## src/rtl/regfile_wen_sequencer_pkg.sv

```systemverilog
// Shared decode definitions for the register-file write-enable path.
// Holds the sequencer state encoding and a generic binary-to-one-hot helper.
package cpu_decode_pkg;

    typedef enum logic {
        ST_IDLE  = 1'b0,
        ST_CLEAR = 1'b1
    } state_t;

    localparam int MAX_SEL_W = 8;
    localparam int MAX_OUT_W = 2 ** MAX_SEL_W;

    // Widest supported strobe; callers keep the low 2**SEL_W bits.
    function automatic logic [MAX_OUT_W-1:0] onehot(input logic [MAX_SEL_W-1:0] sel);
        return MAX_OUT_W'(1) << sel;
    endfunction

endpackage

```

## src/rtl/regfile_wen_sequencer_if.sv

```systemverilog
// Control-unit <-> write-enable sequencer bus.
// The master drives write/clear requests; the slave returns strobes and status.
interface regfile_wen_sequencer_if #(
    parameter int SEL_W = 4
);
    localparam int OUT_W = 2 ** SEL_W;

    logic             wr_en;
    logic [SEL_W-1:0] wr_sel;
    logic             clr_req;
    logic [OUT_W-1:0] dec_out;
    logic [SEL_W-1:0] clr_sel;
    logic             busy;
    logic             done;
    logic             err;

    modport master (
        output wr_en, wr_sel, clr_req,
        input  dec_out, clr_sel, busy, done, err
    );

    modport slave (
        input  wr_en, wr_sel, clr_req,
        output dec_out, clr_sel, busy, done, err
    );

endinterface

```

## src/rtl/regfile_wen_sequencer_decoder.sv

```systemverilog
// Purely combinational binary-to-one-hot decoder; every select value maps
// to exactly one set bit, so the output is never X for a known select.
module decoder_n_to_onehot #(
    parameter int SEL_W = 4
) (
    input  logic [SEL_W-1:0]      i_sel,
    output logic [(2**SEL_W)-1:0] o_onehot
);

    // NOTE: every combinational output gets a default first so no path can infer a latch.
    always_comb begin
        o_onehot = '0;
        for (int i = 0; i < 2 ** SEL_W; i++) begin
            o_onehot[i] = (i_sel == SEL_W'(i));
        end
    end

endmodule

```

## src/rtl/regfile_wen_sequencer.sv

```systemverilog
// Registered write-enable decoder with a clear sequencer that sweeps a
// one-hot strobe across every register, on request or right after reset.
module regfile_wen_sequencer
    import cpu_decode_pkg::*;
#(
    parameter int SEL_W          = 4,
    parameter bit CLEAR_ON_RESET = 1'b1
) (
    input  logic                   clk,
    input  logic                   rst,
    regfile_wen_sequencer_if.slave bus
);

    localparam int     OUT_W       = 2 ** SEL_W;
    localparam state_t RESET_STATE = CLEAR_ON_RESET ? ST_CLEAR : ST_IDLE;

    state_t             r_state;
    state_t             w_next_state;
    logic [SEL_W-1:0]   r_count;
    logic [SEL_W-1:0]   w_count_next;
    logic [OUT_W-1:0]   r_dec_out;
    logic [OUT_W-1:0]   w_dec_next;
    logic [SEL_W-1:0]   r_clr_sel;
    logic [SEL_W-1:0]   w_clr_sel_next;
    logic               r_done;
    logic               w_done_next;
    logic               r_err;
    logic               w_err_next;
    logic [SEL_W-1:0]   w_dec_sel;
    logic [OUT_W-1:0]   w_onehot;

    // One shared decoder: the sweep index takes priority over the write select.
    assign w_dec_sel = (r_state == ST_CLEAR) ? r_count : bus.wr_sel;

    decoder_n_to_onehot #(
        .SEL_W (SEL_W)
    ) u_decoder (
        .i_sel    (w_dec_sel),
        .o_onehot (w_onehot)
    );

    always_comb begin
        w_next_state   = r_state;
        w_count_next   = r_count;
        w_dec_next     = '0;
        w_clr_sel_next = r_clr_sel;
        w_done_next    = 1'b0;
        w_err_next     = 1'b0;

        case (r_state)
            ST_IDLE: begin
                if (bus.clr_req) begin
                    w_next_state = ST_CLEAR;
                    w_count_next = '0;
                    w_err_next   = bus.wr_en;
                end else if (bus.wr_en) begin
                    w_dec_next = w_onehot;
                end
            end
            ST_CLEAR: begin
                w_dec_next     = w_onehot;
                w_clr_sel_next = r_count;
                w_count_next   = r_count + SEL_W'(1);
                w_err_next     = bus.wr_en;
                if (r_count == SEL_W'(OUT_W - 1)) begin
                    w_next_state = ST_IDLE;
                    w_done_next  = 1'b1;
                end
            end
            default: w_next_state = ST_IDLE;
        endcase
    end

    // NOTE: sequential state uses non-blocking assignments so every register samples pre-edge values.
    always_ff @(posedge clk or posedge rst) begin
        if (rst) begin
            r_state   <= RESET_STATE;
            r_count   <= '0;
            r_dec_out <= '0;
            r_clr_sel <= '0;
            r_done    <= 1'b0;
            r_err     <= 1'b0;
        end else begin
            r_state   <= w_next_state;
            r_count   <= w_count_next;
            r_dec_out <= w_dec_next;
            r_clr_sel <= w_clr_sel_next;
            r_done    <= w_done_next;
            r_err     <= w_err_next;
        end
    end

    assign bus.dec_out = r_dec_out;
    assign bus.clr_sel = r_clr_sel;
    assign bus.busy    = (r_state == ST_CLEAR);
    assign bus.done    = r_done;
    assign bus.err     = r_err;

endmodule

```

## src/flat_wrapper.sv

```systemverilog
// flat-port wrapper written by rule: the top's interface ports become plain ports
module regfile_wen_sequencer_flat import cpu_decode_pkg::*;
#(
    parameter int SEL_W          = 4,
    parameter bit CLEAR_ON_RESET = 1'b1
)
  (clk, rst, bus_wr_en, bus_wr_sel, bus_clr_req, bus_dec_out, bus_clr_sel, bus_busy, bus_done, bus_err);
  regfile_wen_sequencer_if #(.SEL_W(SEL_W)) bus_i ();
  input  logic clk;
  input  logic rst;
  input wire logic [$bits(bus_i.wr_en)-1:0] bus_wr_en;
  input wire logic [$bits(bus_i.wr_sel)-1:0] bus_wr_sel;
  input wire logic [$bits(bus_i.clr_req)-1:0] bus_clr_req;
  output wire logic [$bits(bus_i.dec_out)-1:0] bus_dec_out;
  output wire logic [$bits(bus_i.clr_sel)-1:0] bus_clr_sel;
  output wire logic [$bits(bus_i.busy)-1:0] bus_busy;
  output wire logic [$bits(bus_i.done)-1:0] bus_done;
  output wire logic [$bits(bus_i.err)-1:0] bus_err;
  assign bus_i.wr_en = bus_wr_en;
  assign bus_i.wr_sel = bus_wr_sel;
  assign bus_i.clr_req = bus_clr_req;
  assign bus_dec_out = bus_i.dec_out;
  assign bus_clr_sel = bus_i.clr_sel;
  assign bus_busy = bus_i.busy;
  assign bus_done = bus_i.done;
  assign bus_err = bus_i.err;
  regfile_wen_sequencer #(.SEL_W(SEL_W), .CLEAR_ON_RESET(CLEAR_ON_RESET)) u_core (.clk(clk), .rst(rst), .bus(bus_i));
endmodule
```

## config.mk

```make
export PLATFORM = sky130hd
export DESIGN_NAME = regfile_wen_sequencer_flat
export DESIGN_NICKNAME = d
export VERILOG_FILES = /design/src/rtl/regfile_wen_sequencer_pkg.sv /design/src/rtl/regfile_wen_sequencer_if.sv /design/src/rtl/regfile_wen_sequencer_decoder.sv /design/src/rtl/regfile_wen_sequencer.sv /design/src/flat_wrapper.sv
export SDC_FILE = /design/constraint.sdc
export NUM_CORES = 1
export LEC_CHECK = 0
export ABC_AREA = 1
export BUFFER_PORTS_ARGS = -buffer_cell sky130_fd_sc_hd__buf_2
export CAP_MARGIN = 20
export CORE_UTILIZATION = 52
export CTS_CLUSTER_DIAMETER = 50
export CTS_CLUSTER_SIZE = 25
export DETAILED_ROUTE_END_ITERATION = 7
export PLACE_DENSITY_LB_ADDON = 0.2
export SYNTH_ARGS = -nofsm -noshare
export SYNTH_HDL_FRONTEND = slang
export SYNTH_SLANG_ARGS = --single-unit
export TNS_END_PERCENT = 1
```

## constraint.sdc

```tcl
create_clock -name clk -period 1.7 [get_ports clk]
set_input_delay 0.085 -clock clk [delete_from_list [all_inputs] [get_ports clk]]
set_output_delay 0.085 -clock clk [all_outputs]
set_load 0.05 [all_outputs]
```

Word level (Yosys, flattened, before mapping). Cells that the tools add are included.

Register bits after elaboration: 27. Bits in latches: 0. Memory bits (writable): 0. Output and inout bits: 23. Input bits: 8. Memories kept: 0. Bits in read-only memories: 0. Word-level logic and storage cells: 39.

Equal/unequal tests: 17. Div/mod/pow operators: 0. Order comparisons: 0. Reductions and logical operators: 1. Multipliers: 0. Shift-type cells: 0. Add/subtract/negate cells: 1. Bitwise operators: 1. Muxes and demuxes: 13.

Operators by type and width (number): $eq A4 B4 Y1 const B (9); $mux W16 (2); $pmux W16 S2 (1); $eq A4 B3 Y1 const B (4); $eq A4 B2 Y1 const B (2); $mux W4 (2); $pmux W4 S2 (1); $mux W1 (5); $add A4 B1 Y4 const B (1); $eq A4 B1 Y1 const B (1); $logic_not A4 Y1 (1); $pmux W1 S2 (2); $ne A2 B2 Y1 const B (1); $not A1 Y1 (1).

Logic depth before layout (Yosys ltp). Gate-level depths: netlist of the first run.

Depth after elaboration: 5. Mapped depth: 6. Gate-level depth less buffers: 5.

Cells and area by module. Synthesis of the first run repeated with hierarchy kept, for this count alone.

Cell total of the unflattened synthesis: 137. Area total of the unflattened synthesis: 1139.8 um^2.

Modules (own cells, without submodules): regfile_wen_sequencer (times used 1, sequential area each 676.9 um^2, area each 1034.7 um^2, cells an instance 109); decoder_n_to_onehot (times used 1, sequential area each 0.0 um^2, area each 105.1 um^2, cells an instance 28).

Worst setup path before layout of the first run. Ideal clock, no wire load.

Path type: register to register. From: register u_core.r_state (netlist: u_core.bus.busy). To: register u_core.r_dec_out[4] (netlist: u_core.bus.dec_out[4]). Arrival time: 1.217 ns. Setup time: 0.120 ns. Path buffers: 0. Slack: 0.363 ns. Required time: 1.580 ns. Cell stages (with the launch flop): 6. Clock period less this slack: 1.337 ns. Cells stage by stage: dfstp_2 > nand2_1 > o21ai_0 > inv_1 > nand2_1 > nor2_1.

Word-level cells in the longest chain between the ends: 5. Elaborated cells between the ends (all ways): 6. Those cells by class: eq/ne (1); mux (4); bitwise (1).

Ends and longest elaborated chain: start: declaration (RTL line regfile_wen_sequencer.sv:17) `state_t r_state;`; start signal: assignment (RTL line regfile_wen_sequencer.sv:84) `r_state <= w_next_state;`; $mux W4 (RTL line regfile_wen_sequencer.sv:33) `assign w_dec_sel = (r_state == ST_CLEAR) ? r_count : bus.wr_sel;`; $eq A4 B3 Y1 (RTL line regfile_wen_sequencer_decoder.sv:14) `o_onehot[i] = (i_sel == SEL_W'(i));`; $mux W16 (RTL line regfile_wen_sequencer.sv:56) `end else if (bus.wr_en) begin`; $mux W16 (RTL line regfile_wen_sequencer.sv:52) `if (bus.clr_req) begin`; $pmux W16 S2 (*) (RTL line regfile_wen_sequencer.sv:50) `case (r_state)`; net u_core.w_dec_next[4] (RTL line regfile_wen_sequencer.sv:22) `logic [OUT_W-1:0] w_dec_next;`; end signal: assignment (RTL line regfile_wen_sequencer.sv:86) `r_dec_out <= w_dec_next;`; end: declaration (RTL line regfile_wen_sequencer.sv:21) `logic [OUT_W-1:0] r_dec_out;`.

Mark *: on every way through the listed nets, which the timed path passes. The rest lies on a longest branch. A chain may end at the register's enable or synchronous reset.

Worst setup path after layout of the first run.
From: register u_core.r_state (netlist: u_core.bus.busy). To: register u_core.r_dec_out[7] (netlist: u_core.bus.dec_out[7]).

The elaborated chain is that of the path after synthesis.

==> run_results.csv, run 1 <==
group,metric,value,unit
sta,setup_tns,0,ps
drt,drt_wl_total,1821,um
grt,grt_pass1_vias,687,
clocking,cts_buffer_depth,2,
placed_design,dp_cells,165,
sta,fin_crit,1470,ps
outcome,run_status,"finished, final reports clean",
drt,wl_per_cell,10.65,um
clocking,postCtsSetupBuffers,0,
placed_design,place.detailed.hpwl,1364,um
worst_setup_path,worst_ep_arrival_time,1720,ps
grt,grt_start_max_net_pins,28,
drt,drc,0,
clocking,clk_latency,320,ps
clocking,root_buffer,"clkbuf_4",
clocking,numCtsBuffers,3,
worst_setup_path,critPathKind,"reg -> reg",
synthesis,synth_cells,110,
die,die_w,46.61,um
sta,grt_setup_unrepaired,"false",
worst_setup_path,critPathLaunchType,"register",
sta,slew_viol_final,0,
grt,grt_usage,20.23,%
worst_hold_path,hold_depth,3,
worst_setup_path,required,1950,ps
sta,hold_viol,0,
cells_and_area,synthToLayoutAreaGrowth,21.77,%
sta,period_share,86.49,%
sta,whs,85.45,ps
grt,overflow,0,
sta,fin_ws,229.6,ps
placed_design,port-buffer-count,30,
worst_hold_path,hold_path.class,"in -> reg",
synthesis,synth_seq_area_share,65.42,%
die,die-area,2172,um2
drt,ant_nets,0,
synthesis,synth-seq-cells,27,
die,fp-row-count,15,
clocking,cts.sinks,27,
die,core_area,1802,um2
die,start_util,57.43,%
cells_and_area,drive_gt1_share,27.40,%
placed_design,place.gp.congestion,0.8462,
sta,setup_viol,0,
die,design.portCount,31,
sta,fmax,680.1,MHz
worst_setup_path,ff2ff_path_depth,4,
synthesis,yosys_warnings,0,
clocking,cts_resized,0,
cells_and_area,fillers,156,
cells_and_area,stdcell_count,171,
drt,drt_iter0_markers,21,
worst_setup_path,end_kind,"register",
sta,slew_headroom,73.78,%
synthesis,syn_area,1035,um2
placed_design,preCtsSetupSlack,274.0,ps
worst_setup_path,critPathMaxFanout,14,
clocking,clk_pin_slew,130,ps
clocking,htreeDepth,1,
worst_hold_path,holdPathEnd,"u_core.bus.err",
drt,dr.pass1.iters,4,
cells_and_area,antenna_cells,0,
flow_run,max_cap_viol_count,0,
sta,tightest_slew,391.9,ps
worst_setup_path,r2r-start,"u_core.bus.busy",
worst_setup_path,rrSetupSlack,230,ps
clocking,cts_tree,"done",
synthesis,yosys.cell_types.count,16,
drt,via_per_inst,4.602,
sta,fin_skew,1.418,ps
cells_and_area,nets,156,
synthesis,syn_nets,119,
die,die_h,46.61,um
grt,grt_pass1_wl,2911,um
drt,dr_total_vias,787,
synthesis,synth_area_per_cell,9.407,um2
worst_setup_path,r2r-end,"u_core.bus.dec_out[7]",
grt,grt_antenna_before_repair,0,
worst_hold_path,holdCritStartpoint,"bus_clr_req",
[worst max-delay path, stage by stage, from the launching register on]
cell,delay [ps]
dfstp_2,710
inv_1,190
nand2_1,160
nand3_1,190
nor2_1,160
[how the worst max path moves through the flow]
stage | start | endpoint | slack (ps) | cells after the start
after global routing | u_core.bus.busy | u_core.bus.dec_out[8] | 70 | 4
after detailed placement | u_core.bus.busy | u_core.bus.dec_out[8] | 270 | 4
after CTS | u_core.bus.busy | u_core.bus.dec_out[8] | 240 | 4
after global placement | u_core.bus.busy | u_core.bus.dec_out[5] | 290 | 5
after floorplan | u_core.bus.busy | u_core.bus.dec_out[4] | 360 | 5
final | u_core.bus.busy | u_core.bus.dec_out[7] | 230 | 4
[state kept, by name, indices dropped and copies added (netlist names)]
signal              count
u_core.bus.dec_out     16
u_core.bus.clr_sel      4
u_core.r_count          4
u_core.bus.busy         1
u_core.bus.done         1
u_core.bus.err          1
[placed cells by master (no fill, tap or decap)]
cell type / netlist / final
a22o_1: 1 / 1
nor2_1: 24 / 24
inv_1: 11 / 11
dfstp_2: 1 / 1
o21ai_0: 3 / 3
nor2_2: 1 / 1
nand2_4: 1 / 1
nand2_2: 1 / 1
nand3_1: 4 / 4
clkbuf_4: 0 / 3
buf_2: 0 / 30
o21ai_1: 1 / 1
nand2_1: 32 / 32
clkinv_2: 0 / 1
buf_4: 0 / 1
inv_2: 1 / 1
ha_1: 1 / 1
dfrtp_1: 26 / 26
nand4_1: 1 / 1
dlygate4sd3_1: 0 / 2
[repair_timing]
item	CTS	global route
setup endpoints to repair	0	0
hold endpoints to repair	27	0
hold buffers	2	0
[layout make-up]
cell class              instances  area [um2]  area share, %
clock buffers                   3       22.52          1.787
clock inverters                 1       5.005         0.3972
inverters                      12       45.04          3.575
multi-input cells              70       301.5          23.93
flip-flops and latches         27       676.9          53.72
well taps                      25       31.28          2.483
repair buffers                 33       177.7          14.10
[synth_stat cells]
library cell / n / area [um2]
dfstp_2: 1 / 26.28
nand3_1: 4 / 20.02
nor2_1: 24 / 90.09
dfrtp_1: 26 / 650.6
buf_6: 1 / 11.26
a22o_1: 1 / 8.760
nand2_1: 32 / 120.1
nor2_2: 1 / 6.260
nand2_2: 1 / 6.260
inv_2: 1 / 3.750
o21ai_0: 3 / 15.01
inv_1: 11 / 41.29
nand4_1: 1 / 6.260
ha_1: 1 / 12.51
nand2_4: 1 / 11.26
o21ai_1: 1 / 5.000
[through the flow]
step / util [%] / area [um2]
after CTS: 69.93 / 1260
after global routing: 69.93 / 1260
after detailed placement: 67.29 / 1212
after global placement: 67.29 / 1212
after floorplan: - / 1035
final: 69.93 / 1260
[metal layers]
layer | share of wire [%] | track usage, %
met5 | 0 | 0
met3 | 4.9 | 5.882
met2 | 43 | 29.17
met1 | 50 | 27.37
met4 | 2.3 | 10.86
[cells by family after synthesis]
family	after synthesis	share of synthesized area, %
AND/OR/NAND/NOR	64	25.15
flip-flops	27	65.42
buffers and inverters	13	5.441
AO/OA/AOI/OAI	5	2.780
adder cells (fa/ha/maj)	1	1.209
Power of run 1 is not shown: default switching activity piles up to over one toggle a cycle in this logic, so the estimate is an artifact.
==> inputs of run 2 (changes only) <==
--- a/config.mk
+++ b/config.mk
@@ -8,7 +8,7 @@
 export ABC_AREA = 1
 export BUFFER_PORTS_ARGS = -buffer_cell sky130_fd_sc_hd__buf_2
 export CAP_MARGIN = 20
-export CORE_UTILIZATION = 52
+export CORE_UTILIZATION = 50
 export CTS_CLUSTER_DIAMETER = 50
 export CTS_CLUSTER_SIZE = 25
 export DETAILED_ROUTE_END_ITERATION = 7
==> run 2 against run 1 <==
Compared with the run above: first-iteration DRC count fell by 24%; die area up 3.8%; utilization is 5.6 points lower; largest cell class unchanged; final cell count is 1.2% higher; routed wire length fell by 1.8%; clock-buffer cell count did not move; critical endpoint is now u_core.bus.dec_out[15]; non-clock buffer count did not move.
==> run_results.csv, run 2 (synthesis results as in run 1) <==
group,metric,value,unit
worst_hold_path,hold_depth,3,
grt,grt_usage,17.27,%
worst_setup_path,ff2ff_path_depth,4,
worst_setup_path,critPathLaunchType,"register",
drt,wl_per_cell,10.34,um
drt,drc,0,
clocking,clk_pin_slew,130,ps
worst_setup_path,rrSetupSlack,260,ps
drt,dr.pass1.iters,4,
clocking,numCtsBuffers,3,
clocking,root_buffer,"clkbuf_4",
worst_setup_path,r2r-start,"u_core.bus.busy",
clocking,clk_latency,310,ps
drt,drt_iter0_markers,16,
cells_and_area,antenna_cells,0,
sta,grt_setup_unrepaired,"false",
sta,slew_headroom,77.40,%
die,design.portCount,31,
clocking,cts_resized,0,
clocking,cts_buffer_depth,2,
worst_hold_path,hold_path.class,"in -> reg",
sta,fin_crit,1441,ps
die,start_util,52.74,%
drt,dr_total_vias,788,
die,fp-row-count,16,
sta,fin_ws,259.0,ps
cells_and_area,nets,156,
grt,grt_pass1_wl,2649,um
worst_hold_path,holdPathEnd,"u_core.bus.busy",
clocking,cts.sinks,27,
sta,tightest_slew,337.8,ps
worst_setup_path,end_kind,"register",
cells_and_area,drive_gt1_share,27.40,%
placed_design,place.detailed.hpwl,1375,um
worst_setup_path,worst_ep_arrival_time,1690,ps
cells_and_area,final_common_cell,"nand2_1",
clocking,htreeDepth,1,
cells_and_area,largest_reg_flops,16,
die,die_w,47.49,um
sta,period_share,84.76,%
worst_setup_path,critPathMaxFanout,14,
die,core_area,1962,um2
sta,setup_tns,0,ps
worst_setup_path,critPathKind,"reg -> reg",
drt,drt_wl_total,1789,um
cells_and_area,most-common-layout-cells,"nand2_1 (32), buf_2 (30), dfrtp_1 (26), nor2_1 (24), inv_1 (11)",
placed_design,place.gp.congestion,0.8156,
worst_setup_path,required,1950,ps
sta,setup_viol,0,
die,die_h,47.49,um
drt,ant_nets,0,
drt,via_per_inst,4.555,
cells_and_area,multi_input_area,301.5,um2
sta,hold_viol,0,
placed_design,preCtsSetupSlack,282.8,ps
placed_design,port-buffer-count,30,
flow_run,max_cap_viol_count,0,
cells_and_area,fin_util,64.35,%
grt,grt_pass1_vias,648,
clocking,cts_tree,"done",
cells_and_area,fillers,174,
die,die-area,2255,um2
cells_and_area,seq_area,676.9,um2
worst_hold_path,holdCritStartpoint,"bus_clr_req",
sta,fin_skew,3.270,ps
grt,overflow,0,
outcome,run_status,"finished, final reports clean",
sta,fmax,694.0,MHz
grt,grt_start_max_net_pins,28,
grt,grt_antenna_before_repair,0,
sta,slew_viol_final,0,
cells_and_area,synthToLayoutAreaGrowth,22.01,%
worst_setup_path,r2r-end,"u_core.bus.dec_out[15]",
[run 2: cell counts in the layout (fill, tap and decap cells not counted)]
No cell type changed its count.
[run 2: worst max path at each step]
stage	start	to	slack [ps]	cells after the start
6_report	u_core.bus.busy	u_core.bus.dec_out[15]	260	4
5_1_grt	u_core.bus.busy	u_core.bus.dec_out[7]	130	4
4_1_cts	u_core.bus.busy	u_core.bus.dec_out[15]	260	4
3_5_place_dp	u_core.bus.busy	u_core.bus.dec_out[15]	280	4
3_3_place_gp	u_core.bus.busy	u_core.bus.dec_out[0]	320	5
2_1_floorplan	u_core.bus.busy	u_core.bus.dec_out[4]	360	5
[run 2: timing repair]
item / CTS / global route
setup buffers: 0 / 0
endpoints found under the hold margin: 27 / 0
hold buffers: 2 / 0
[run 2: metrics by stage]
stage	hold slack (ps)	cells	area, um2
after global placement	146.3	167	1215
after CTS	79.41	173	1262
after detailed placement	152.4	167	1215
after global routing	88.50	173	1262
final	86.38	173	1262
after floorplan	137.0	110	1035
[run 2: cell type report]
type / instances / share of cell area [%]
inverter: 12 / 3.568
sequential: 27 / 53.62
clock inverter: 1 / 0.3964
timing repair buffer: 33 / 14.07
clock buffer: 3 / 1.784
tap: 27 / 2.676
multi-input combinational: 70 / 23.89
[run 2: layer usage]
layer  global-route usage, %  vias to the layer above  part of all wire [%]
met5                       0                        -                     0
met4                   6.857                        0                  0.95
met3                   6.415                        4                   6.7
met2                   26.30                       29                    46
met1                   22.41                      349                    47
li1                        -                      406                     -
[run 2: worst max-delay path, cell delays in order, from the launching register on]
cell     delay [ps]
dfstp_2         710
inv_1           180
nand2_1         160
nand3_1         180
nor2_1          150
Power of run 2 is left out for the same reason.
